$ cat config.mk
export PLATFORM = sky130hd
export DESIGN_NAME = mc_controller
export DESIGN_NICKNAME = d
export VERILOG_FILES = /design/src/rtl/cpu_pkg.sv /design/src/rtl/mc_controller_aludec.sv /design/src/rtl/mc_controller.sv
export SDC_FILE = /design/constraint.sdc
export NUM_CORES = 1
export LEC_CHECK = 0
export BUFFER_PORTS_ARGS = -buffer_cell sky130_fd_sc_hd__buf_2
export CORE_MARGIN = 2
export CORE_UTILIZATION = 56
export CTS_CLUSTER_DIAMETER = 60
export DETAILED_ROUTE_END_ITERATION = 8
export PLACE_DENSITY = 0.84
export REMOVE_ABC_BUFFERS = 1
export SYNTH_ARGS = -nofsm -noshare
export SYNTH_HDL_FRONTEND = slang
export SYNTH_HIERARCHICAL = 1
export SYNTH_SLANG_ARGS = --single-unit
$ cat constraint.sdc
create_clock -name clk -period 3.6 [get_ports clk]
set_input_delay 0.54 -clock clk [delete_from_list [all_inputs] [get_ports clk]]
set_output_delay 0.54 -clock clk [all_outputs]
set_load 0.05 [all_outputs]
$ cat src/rtl/cpu_pkg.sv
// Shared definitions for the 16-bit multicycle CPU control path.
// Contents:
//   state_t        - controller FSM states
//   OP_*           - 3-bit opcode values
//   FUNCT_*        - 4-bit R-type function values
//   ALU_*          - alucontrol encodings
//   SRCB_*         - alusrcb encodings
//   PCSRC_*        - pcsrc encodings
package cpu_pkg;

  typedef enum logic [3:0] {
    S_FETCH,
    S_DECODE,
    S_MEMADR,
    S_MEMRD,
    S_MEMWB,
    S_MEMWR,
    S_EXECUTE,
    S_ALUWB,
    S_ADDIEX,
    S_ADDIWB,
    S_BRANCH,
    S_JUMP
  } state_t;

  localparam logic [2:0] OP_RTYPE = 3'b000;
  localparam logic [2:0] OP_ADDI  = 3'b001;
  localparam logic [2:0] OP_LW    = 3'b100;
  localparam logic [2:0] OP_SW    = 3'b101;
  localparam logic [2:0] OP_BEQ   = 3'b110;
  localparam logic [2:0] OP_J     = 3'b111;

  localparam logic [3:0] FUNCT_ADD = 4'b0001;
  localparam logic [3:0] FUNCT_SUB = 4'b0011;
  localparam logic [3:0] FUNCT_AND = 4'b0100;
  localparam logic [3:0] FUNCT_OR  = 4'b0101;
  localparam logic [3:0] FUNCT_SLT = 4'b1010;

  localparam logic [2:0] ALU_AND = 3'b000;
  localparam logic [2:0] ALU_OR  = 3'b001;
  localparam logic [2:0] ALU_ADD = 3'b010;
  localparam logic [2:0] ALU_SUB = 3'b110;
  localparam logic [2:0] ALU_SLT = 3'b111;

  localparam logic [1:0] SRCB_B      = 2'b00;
  localparam logic [1:0] SRCB_TWO    = 2'b01;
  localparam logic [1:0] SRCB_IMM    = 2'b10;
  localparam logic [1:0] SRCB_IMM_SH = 2'b11;

  localparam logic [1:0] PCSRC_ALU    = 2'b00;
  localparam logic [1:0] PCSRC_ALUOUT = 2'b01;
  localparam logic [1:0] PCSRC_JUMP   = 2'b10;

endpackage

$ cat src/rtl/mc_controller_aludec.sv
// R-type function decoder: maps the 4-bit funct field to an ALU operation.
// Ports:
//   funct      in  4  function field of the current instruction
//   alucontrol out 3  ALU operation (add when funct is undefined)
//   valid      out 1  funct is one of the defined R-type operations
module aludec
  import cpu_pkg::*;
(
  input  logic [3:0] funct,
  output logic [2:0] alucontrol,
  output logic       valid
);

  always_comb begin
    alucontrol = ALU_ADD;
    valid      = 1'b1;
    case (funct)
      FUNCT_ADD: alucontrol = ALU_ADD;
      FUNCT_SUB: alucontrol = ALU_SUB;
      FUNCT_AND: alucontrol = ALU_AND;
      FUNCT_OR:  alucontrol = ALU_OR;
      FUNCT_SLT: alucontrol = ALU_SLT;
      default:   valid      = 1'b0;
    endcase
  end

endmodule

$ cat src/rtl/mc_controller.sv
// Multicycle control unit for the 16-bit CPU. Sequences the shared memory
// port, ALU and register file over several cycles per instruction, with a
// ready/request memory handshake and a watchdog that aborts stalled accesses.
// All outputs are combinational from state, mem_ready, zero, op, funct, reset.
// Ports:
//   clk, reset             clock and synchronous active-high reset
//   op, funct, zero        instruction fields and ALU zero flag
//   mem_ready              memory completed the current request this cycle
//   memreq/iord/memwrite   memory request, address select, write
//   irwrite, pcen, pcsrc   instruction register load, PC write and source
//   regdst/memtoreg/regwrite  register file controls
//   alusrca/alusrcb/alucontrol  ALU operand selects and operation
//   illegal, mem_timeout   single-cycle event pulses
module mc_controller
  import cpu_pkg::*;
#(
  parameter int N          = 16,
  parameter int WAIT_LIMIT = 15
) (
  input  logic       clk,
  input  logic       reset,
  input  logic [2:0] op,
  input  logic [3:0] funct,
  input  logic       zero,
  input  logic       mem_ready,
  output logic       memreq,
  output logic       iord,
  output logic       memwrite,
  output logic       irwrite,
  output logic       regdst,
  output logic       memtoreg,
  output logic       regwrite,
  output logic       alusrca,
  output logic [1:0] alusrcb,
  output logic [1:0] pcsrc,
  output logic       pcen,
  output logic [2:0] alucontrol,
  output logic       illegal,
  output logic       mem_timeout
);

  if (N < 1 || WAIT_LIMIT < 1 || WAIT_LIMIT > 255) begin : g_param_check
    $error("mc_controller: N must be >= 1 and WAIT_LIMIT in 1..255");
  end

  localparam logic [7:0] LIMIT = 8'(WAIT_LIMIT);

  state_t     state_q, state_d;
  logic [7:0] wait_cnt_q, wait_cnt_d;
  logic [2:0] dec_alu;
  logic       dec_valid;
  logic       mem_wait;
  logic       timeout;

  aludec u_aludec (
    .funct      (funct),
    .alucontrol (dec_alu),
    .valid      (dec_valid)
  );

  // A cycle counts as a memory wait only in the three handshake states.
  always_comb begin
    mem_wait = ((state_q == S_FETCH) || (state_q == S_MEMRD) || (state_q == S_MEMWR))
               && !mem_ready;
    timeout  = mem_wait && (wait_cnt_q == LIMIT);
  end

  always_comb begin
    state_d     = state_q;
    memreq      = 1'b0;
    iord        = 1'b0;
    memwrite    = 1'b0;
    irwrite     = 1'b0;
    regdst      = 1'b0;
    memtoreg    = 1'b0;
    regwrite    = 1'b0;
    alusrca     = 1'b0;
    alusrcb     = SRCB_B;
    pcsrc       = PCSRC_ALU;
    pcen        = 1'b0;
    alucontrol  = ALU_ADD;
    illegal     = 1'b0;
    mem_timeout = 1'b0;

    case (state_q)
      S_FETCH: begin
        memreq  = 1'b1;
        alusrcb = SRCB_TWO;
        irwrite = mem_ready;
        pcen    = mem_ready;
        if (mem_ready) state_d = S_DECODE;
      end
      S_DECODE: begin
        alusrcb = SRCB_IMM_SH;
        case (op)
          OP_RTYPE:     state_d = S_EXECUTE;
          OP_ADDI:      state_d = S_ADDIEX;
          OP_LW, OP_SW: state_d = S_MEMADR;
          OP_BEQ:       state_d = S_BRANCH;
          OP_J:         state_d = S_JUMP;
          default: begin
            illegal = 1'b1;
            state_d = S_FETCH;
          end
        endcase
      end
      S_MEMADR: begin
        alusrca = 1'b1;
        alusrcb = SRCB_IMM;
        state_d = (op == OP_SW) ? S_MEMWR : S_MEMRD;
      end
      S_MEMRD: begin
        memreq = 1'b1;
        iord   = 1'b1;
        if (mem_ready) state_d = S_MEMWB;
      end
      S_MEMWB: begin
        regwrite = 1'b1;
        memtoreg = 1'b1;
        state_d  = S_FETCH;
      end
      S_MEMWR: begin
        memreq   = 1'b1;
        memwrite = 1'b1;
        iord     = 1'b1;
        if (mem_ready) state_d = S_FETCH;
      end
      S_EXECUTE: begin
        alusrca    = 1'b1;
        alucontrol = dec_alu;
        if (!dec_valid) begin
          illegal = 1'b1;
          state_d = S_FETCH;
        end else begin
          state_d = S_ALUWB;
        end
      end
      S_ALUWB: begin
        regwrite = 1'b1;
        regdst   = 1'b1;
        state_d  = S_FETCH;
      end
      S_ADDIEX: begin
        alusrca = 1'b1;
        alusrcb = SRCB_IMM;
        state_d = S_ADDIWB;
      end
      S_ADDIWB: begin
        regwrite = 1'b1;
        state_d  = S_FETCH;
      end
      S_BRANCH: begin
        alusrca    = 1'b1;
        alucontrol = ALU_SUB;
        pcsrc      = PCSRC_ALUOUT;
        pcen       = zero;
        state_d    = S_FETCH;
      end
      S_JUMP: begin
        pcsrc   = PCSRC_JUMP;
        pcen    = 1'b1;
        state_d = S_FETCH;
      end
      default: state_d = S_FETCH;
    endcase

    // Abort a stalled access; the PC was never advanced, so FETCH retries it.
    if (timeout) begin
      mem_timeout = 1'b1;
      memwrite    = 1'b0;
      irwrite     = 1'b0;
      pcen        = 1'b0;
      regwrite    = 1'b0;
      state_d     = S_FETCH;
    end

    if (reset) begin
      memreq      = 1'b0;
      iord        = 1'b0;
      memwrite    = 1'b0;
      irwrite     = 1'b0;
      regdst      = 1'b0;
      memtoreg    = 1'b0;
      regwrite    = 1'b0;
      alusrca     = 1'b0;
      alusrcb     = 2'b00;
      pcsrc       = 2'b00;
      pcen        = 1'b0;
      alucontrol  = 3'b000;
      illegal     = 1'b0;
      mem_timeout = 1'b0;
      state_d     = S_FETCH;
    end
  end

  // A FETCH timeout stays in FETCH, so clear on timeout as well as on a
  // state change to give the retry a full wait window.
  always_comb begin
    wait_cnt_d = wait_cnt_q;
    if (reset || timeout || (state_d != state_q)) begin
      wait_cnt_d = 8'd0;
    end else if (mem_wait) begin
      wait_cnt_d = wait_cnt_q + 8'd1;
    end
  end

  always_ff @(posedge clk) begin
    if (reset) begin
      state_q    <= S_FETCH;
      wait_cnt_q <= 8'd0;
    end else begin
      state_q    <= state_d;
      wait_cnt_q <= wait_cnt_d;
    end
  end

endmodule

==> impl_metrics.env <==
export IMPL_outcome="finished clean"
export IMPL_first_iteration_detailed_routing_drc_count=32
export IMPL_grt_busiest_layer="met2"
export IMPL_postSynth_asyncResetShare_pct=0
export IMPL_report_final_hold_viol_count=0
export IMPL_synthesized_area_mm2=0.00113
export IMPL_port_buffer_count=28
export IMPL_synth_flop_cell="sky130_fd_sc_hd__dfxtp_1"
export IMPL_synth_area_leader_cell="sky130_fd_sc_hd__dfxtp_1"
export IMPL_cts_max_level=1
export IMPL_cp_max_fo=26
export IMPL_finalInstanceArea_mm2=0.00126
export IMPL_fp_coreArea_mm2=0.00192
export IMPL_comb_power_share_pct=46.2
export IMPL_cellInternalPower_uw=259
export IMPL_critPathTopFamily="flip-flops"
export IMPL_clockPowerShare_pct=16.9
export IMPL_grt_max_degree=27
export IMPL_r2r_setup_slack_ns=0.97
export IMPL_setup_worst_path_start="state_q[2]$_SDFF_PP0_"
export IMPL_start_util_pct=58.7
export IMPL_synth_yosys_seq_area_share_pct=21.3
export IMPL_synth_largest_type_area_fraction_pct=21.3
export IMPL_routed_wire_length_per_instance_um=12.5
export IMPL_hold_class="reg -> reg"
export IMPL_nets=190
export IMPL_n_antenna_cell=0
export IMPL_postSynthAreaPerCell_um2=7.18
export IMPL_timing_final_crit_period_ns=3.01
export IMPL_cp_required_ns=3.06
export IMPL_worstReg2RegStart="state_q[2]$_SDFF_PP0_"
export IMPL_detailed_place_hpwl_mm=1.87
export IMPL_logic_depth_of_the_worst_path_buffers_included=5
export IMPL_synthesis_warning_total=6
export IMPL_rsz_0062_raised_after_global_routing="false"
export IMPL_post_drt_via_cell_ratio=5.83
export IMPL_totalWireLength_mm=2.54
export IMPL_clockRootBuffer="sky130_fd_sc_hd__clkbuf_4"
export IMPL_arrival_ns=2.47
export IMPL_power_share_sequential_pct=36.8
export IMPL_layout_drive_gt1_share_pct=25.0
export IMPL_detail_route_drc_violations=0
export IMPL_grt_first_pass_wirelength_mm=4.54
export IMPL_critPathSlowestCell="sky130_fd_sc_hd__dfxtp_1"
export IMPL_worst_r2r_endpoint="wait_cnt_q[6]$_SDFFE_PP0P_"
export IMPL_gp_congestion=0.874
export IMPL_global_route_overflow_total=0
export IMPL_cts_path_max_buffers=2
export IMPL_detailroute_via_count=1184
export IMPL_drv_slew=0
export IMPL_first_global_vias=1001
export IMPL_number_of_gates_resized_after_cts=0
export IMPL_r2r_cells=5
export IMPL_met2_usage_pct=34.7
export IMPL_io_pins=29
export IMPL_die_h_um=48.9
export IMPL_detail_route_antenna_nets=0
export IMPL_instances_no_fill=203
export IMPL_place_detailed_instances=200
export IMPL_yosys_register_bits=12
export IMPL_die_width_um=48.9
export IMPL_grtUsageMet3_pct=6.44
export IMPL_global_route_track_usage_on_met1_pct=33.1
export IMPL_skew_ns=0.00445
export IMPL_worstPathBufferInverterCount=1
export IMPL_postPlaceCellArea_mm2=0.00124
export IMPL_postCtsSetupRepairBufs=0
export IMPL_net_switching_power_uw=215
export IMPL_cts_tree="built"
export IMPL_report_final_setup_viol=0
export IMPL_utilization_pct=65.8
export IMPL_relSlewSlack_pct=45.3
export IMPL_numCtsBuffers=3
export IMPL_firstDrtPassIters=5
export IMPL_ir_worst_vdd_mv=0.251
export IMPL_max_freq_mhz=332
export IMPL_synth_area_top_cells="sky130_fd_sc_hd__dfxtp_1 21%, sky130_fd_sc_hd__nor2_1 6.0%, sky130_fd_sc_hd__xor2_1 5.4%"
export IMPL_synth_cell_type_count=50
export IMPL_cells_traversed_along_the_worst_timing_path="xnor2_2 > o21bai_1 > nand2_1 > nor3b_1 > buf_2"
export IMPL_swShare_pct=45.4
export IMPL_p_per_area_mw_per_mm2=375
export IMPL_transition_time_at_the_pin_with_the_least_slew_margin_ns=0.819
export IMPL_setup_crit_end_kind="output pin"
export IMPL_worstSetupPathType="reg -> out"
export IMPL_rows=16
export IMPL_max_stage_delay_ns=0.85
export IMPL_cts_hold_buf=0
export IMPL_worstSetupStartpointType="register"
export IMPL_grt_usage_pct=23.3
export IMPL_drv_cap=0
export IMPL_path_clk_slew_ns=0.06
export IMPL_antenna_found_initial=0
export IMPL_syn_inst=157
export IMPL_die_area_mm2=0.00239
export IMPL_clkLatencyLatePin_ns=0.27
export IMPL_flow_area_growth_from_synthesis_pct=12.2
export IMPL_crit_share_post_route_pct=83.6
export IMPL_clock_sinks=12
export IMPL_synth_enable_flop_cells=0
export IMPL_critPathCapture="mem_timeout"
export IMPL_cellLeakagePower_nw=0.523
==> Yosys cell counts, types with 2 or more instances <==
cell,instances
sky130_fd_sc_hd__nor2_1,18
sky130_fd_sc_hd__a21o_1,2
sky130_fd_sc_hd__nand2_1,8
sky130_fd_sc_hd__or3_1,2
sky130_fd_sc_hd__a32oi_1,2
sky130_fd_sc_hd__nand2b_1,6
sky130_fd_sc_hd__a31oi_1,3
sky130_fd_sc_hd__or4_1,2
sky130_fd_sc_hd__nor3_1,12
sky130_fd_sc_hd__a21oi_1,6
sky130_fd_sc_hd__buf_1,2
sky130_fd_sc_hd__and2_1,3
sky130_fd_sc_hd__xor2_1,7
sky130_fd_sc_hd__clkbuf_1,4
sky130_fd_sc_hd__nor3b_1,7
sky130_fd_sc_hd__nand3_1,4
sky130_fd_sc_hd__and3_1,4
sky130_fd_sc_hd__dfxtp_1,12
sky130_fd_sc_hd__o22ai_1,3
sky130_fd_sc_hd__inv_1,4
sky130_fd_sc_hd__buf_2,5
sky130_fd_sc_hd__o21ai_0,2
sky130_fd_sc_hd__nor4_1,5
sky130_fd_sc_hd__nor2_2,7
sky130_fd_sc_hd__nand4_1,2
==> layout by cell type (no fill, tap or decap), drive strengths merged, types with 2 or more instances in the layout <==
cell,instances
and3,4
o22ai,3
or3,3
nor4,5
clkbuf,3
nor2,26
nand2b,6
a21o,2
xor2,7
and2,3
nand3,4
dfxtp,12
nor3b,7
a32oi,2
o21ai,2
xnor2,2
buf,29
a21oi,6
or4,2
nor3,12
nand2,8
inv,4
a31oi,3
nand4,2
==> worst register-to-register path, stage by stage, from the launching register on <==
cell and delay, ns:
sky130_fd_sc_hd__dfxtp_1 0.85, sky130_fd_sc_hd__nor3_1 0.12, sky130_fd_sc_hd__o21bai_1 0.31, sky130_fd_sc_hd__a31o_2 0.32, sky130_fd_sc_hd__or4_1 0.77, sky130_fd_sc_hd__nor2_2 0.18
==> layer usage <==
metal,share of wire (%),vias to the layer above,wire [um]
met3,6.0,5,152
met1,45,533,1150
met4,1.4,0,36
met2,47,41,1200
met5,0,-,0
li1,-,605,-
==> logic make-up after synthesis <==
group,synth area share [%]
AND/OR/NAND/NOR,45.4
adder cells (fa/ha/maj),1.11
XOR/XNOR,7.66
flip-flops,21.3
AO/OA/AOI/OAI,17.3
buffers and inverters,7.21
==> power by group through the flow <==
stage	Combinational, mW	Clock (mW)	Sequential [mW]
4_1_cts	0.218	0.0848	0.174
2_1_floorplan	0.168	0	0.171
6_report	0.219	0.0803	0.175
3_3_place_gp	0.213	0	0.175
3_5_place_dp	0.217	0	0.177
5_1_grt	0.238	0.0901	0.179
==> flip-flops by register name, indices dropped and copies added (netlist names) <==
| name | count |
|---|---|
| state_q | 4 |
| wait_cnt_q | 8 |
==> through the flow <==
step	power, mW	setup TNS [ns]	worst slack, ns	hold slack [ns]
after floorplan	0.339	-0.183	-0.183	0.423
after global placement	0.388	0	0.866	0.432
after detailed placement	0.394	0	0.830	0.442
after CTS	0.477	0	0.629	0.460
after global routing	0.507	0	0.330	0.482
final	0.474	0	0.590	0.454
==> cell type report <==
class                      count  area [um2]
tap                           27        33.8
clock buffer                   3        22.5
sequential                    12         240
timing repair buffer          29         148
inverter                       4        15.0
fill                         175         657
multi-input combinational    128         806
==> worst min path at each step <==
stage / startpoint / endpoint / slack, ns / cells after the start
floorplan: wait_cnt_q[0]$_SDFFE_PP0P_ / wait_cnt_q[0]$_SDFFE_PP0P_ / 0.42 / 1
global placement: wait_cnt_q[0]$_SDFFE_PP0P_ / wait_cnt_q[0]$_SDFFE_PP0P_ / 0.43 / 1
detailed placement: wait_cnt_q[0]$_SDFFE_PP0P_ / wait_cnt_q[0]$_SDFFE_PP0P_ / 0.44 / 1
CTS: wait_cnt_q[0]$_SDFFE_PP0P_ / wait_cnt_q[0]$_SDFFE_PP0P_ / 0.46 / 1
global route: wait_cnt_q[0]$_SDFFE_PP0P_ / wait_cnt_q[0]$_SDFFE_PP0P_ / 0.48 / 1
finish: wait_cnt_q[0]$_SDFFE_PP0P_ / wait_cnt_q[0]$_SDFFE_PP0P_ / 0.45 / 1
Note: power is estimated with default switching activity, not from simulation.
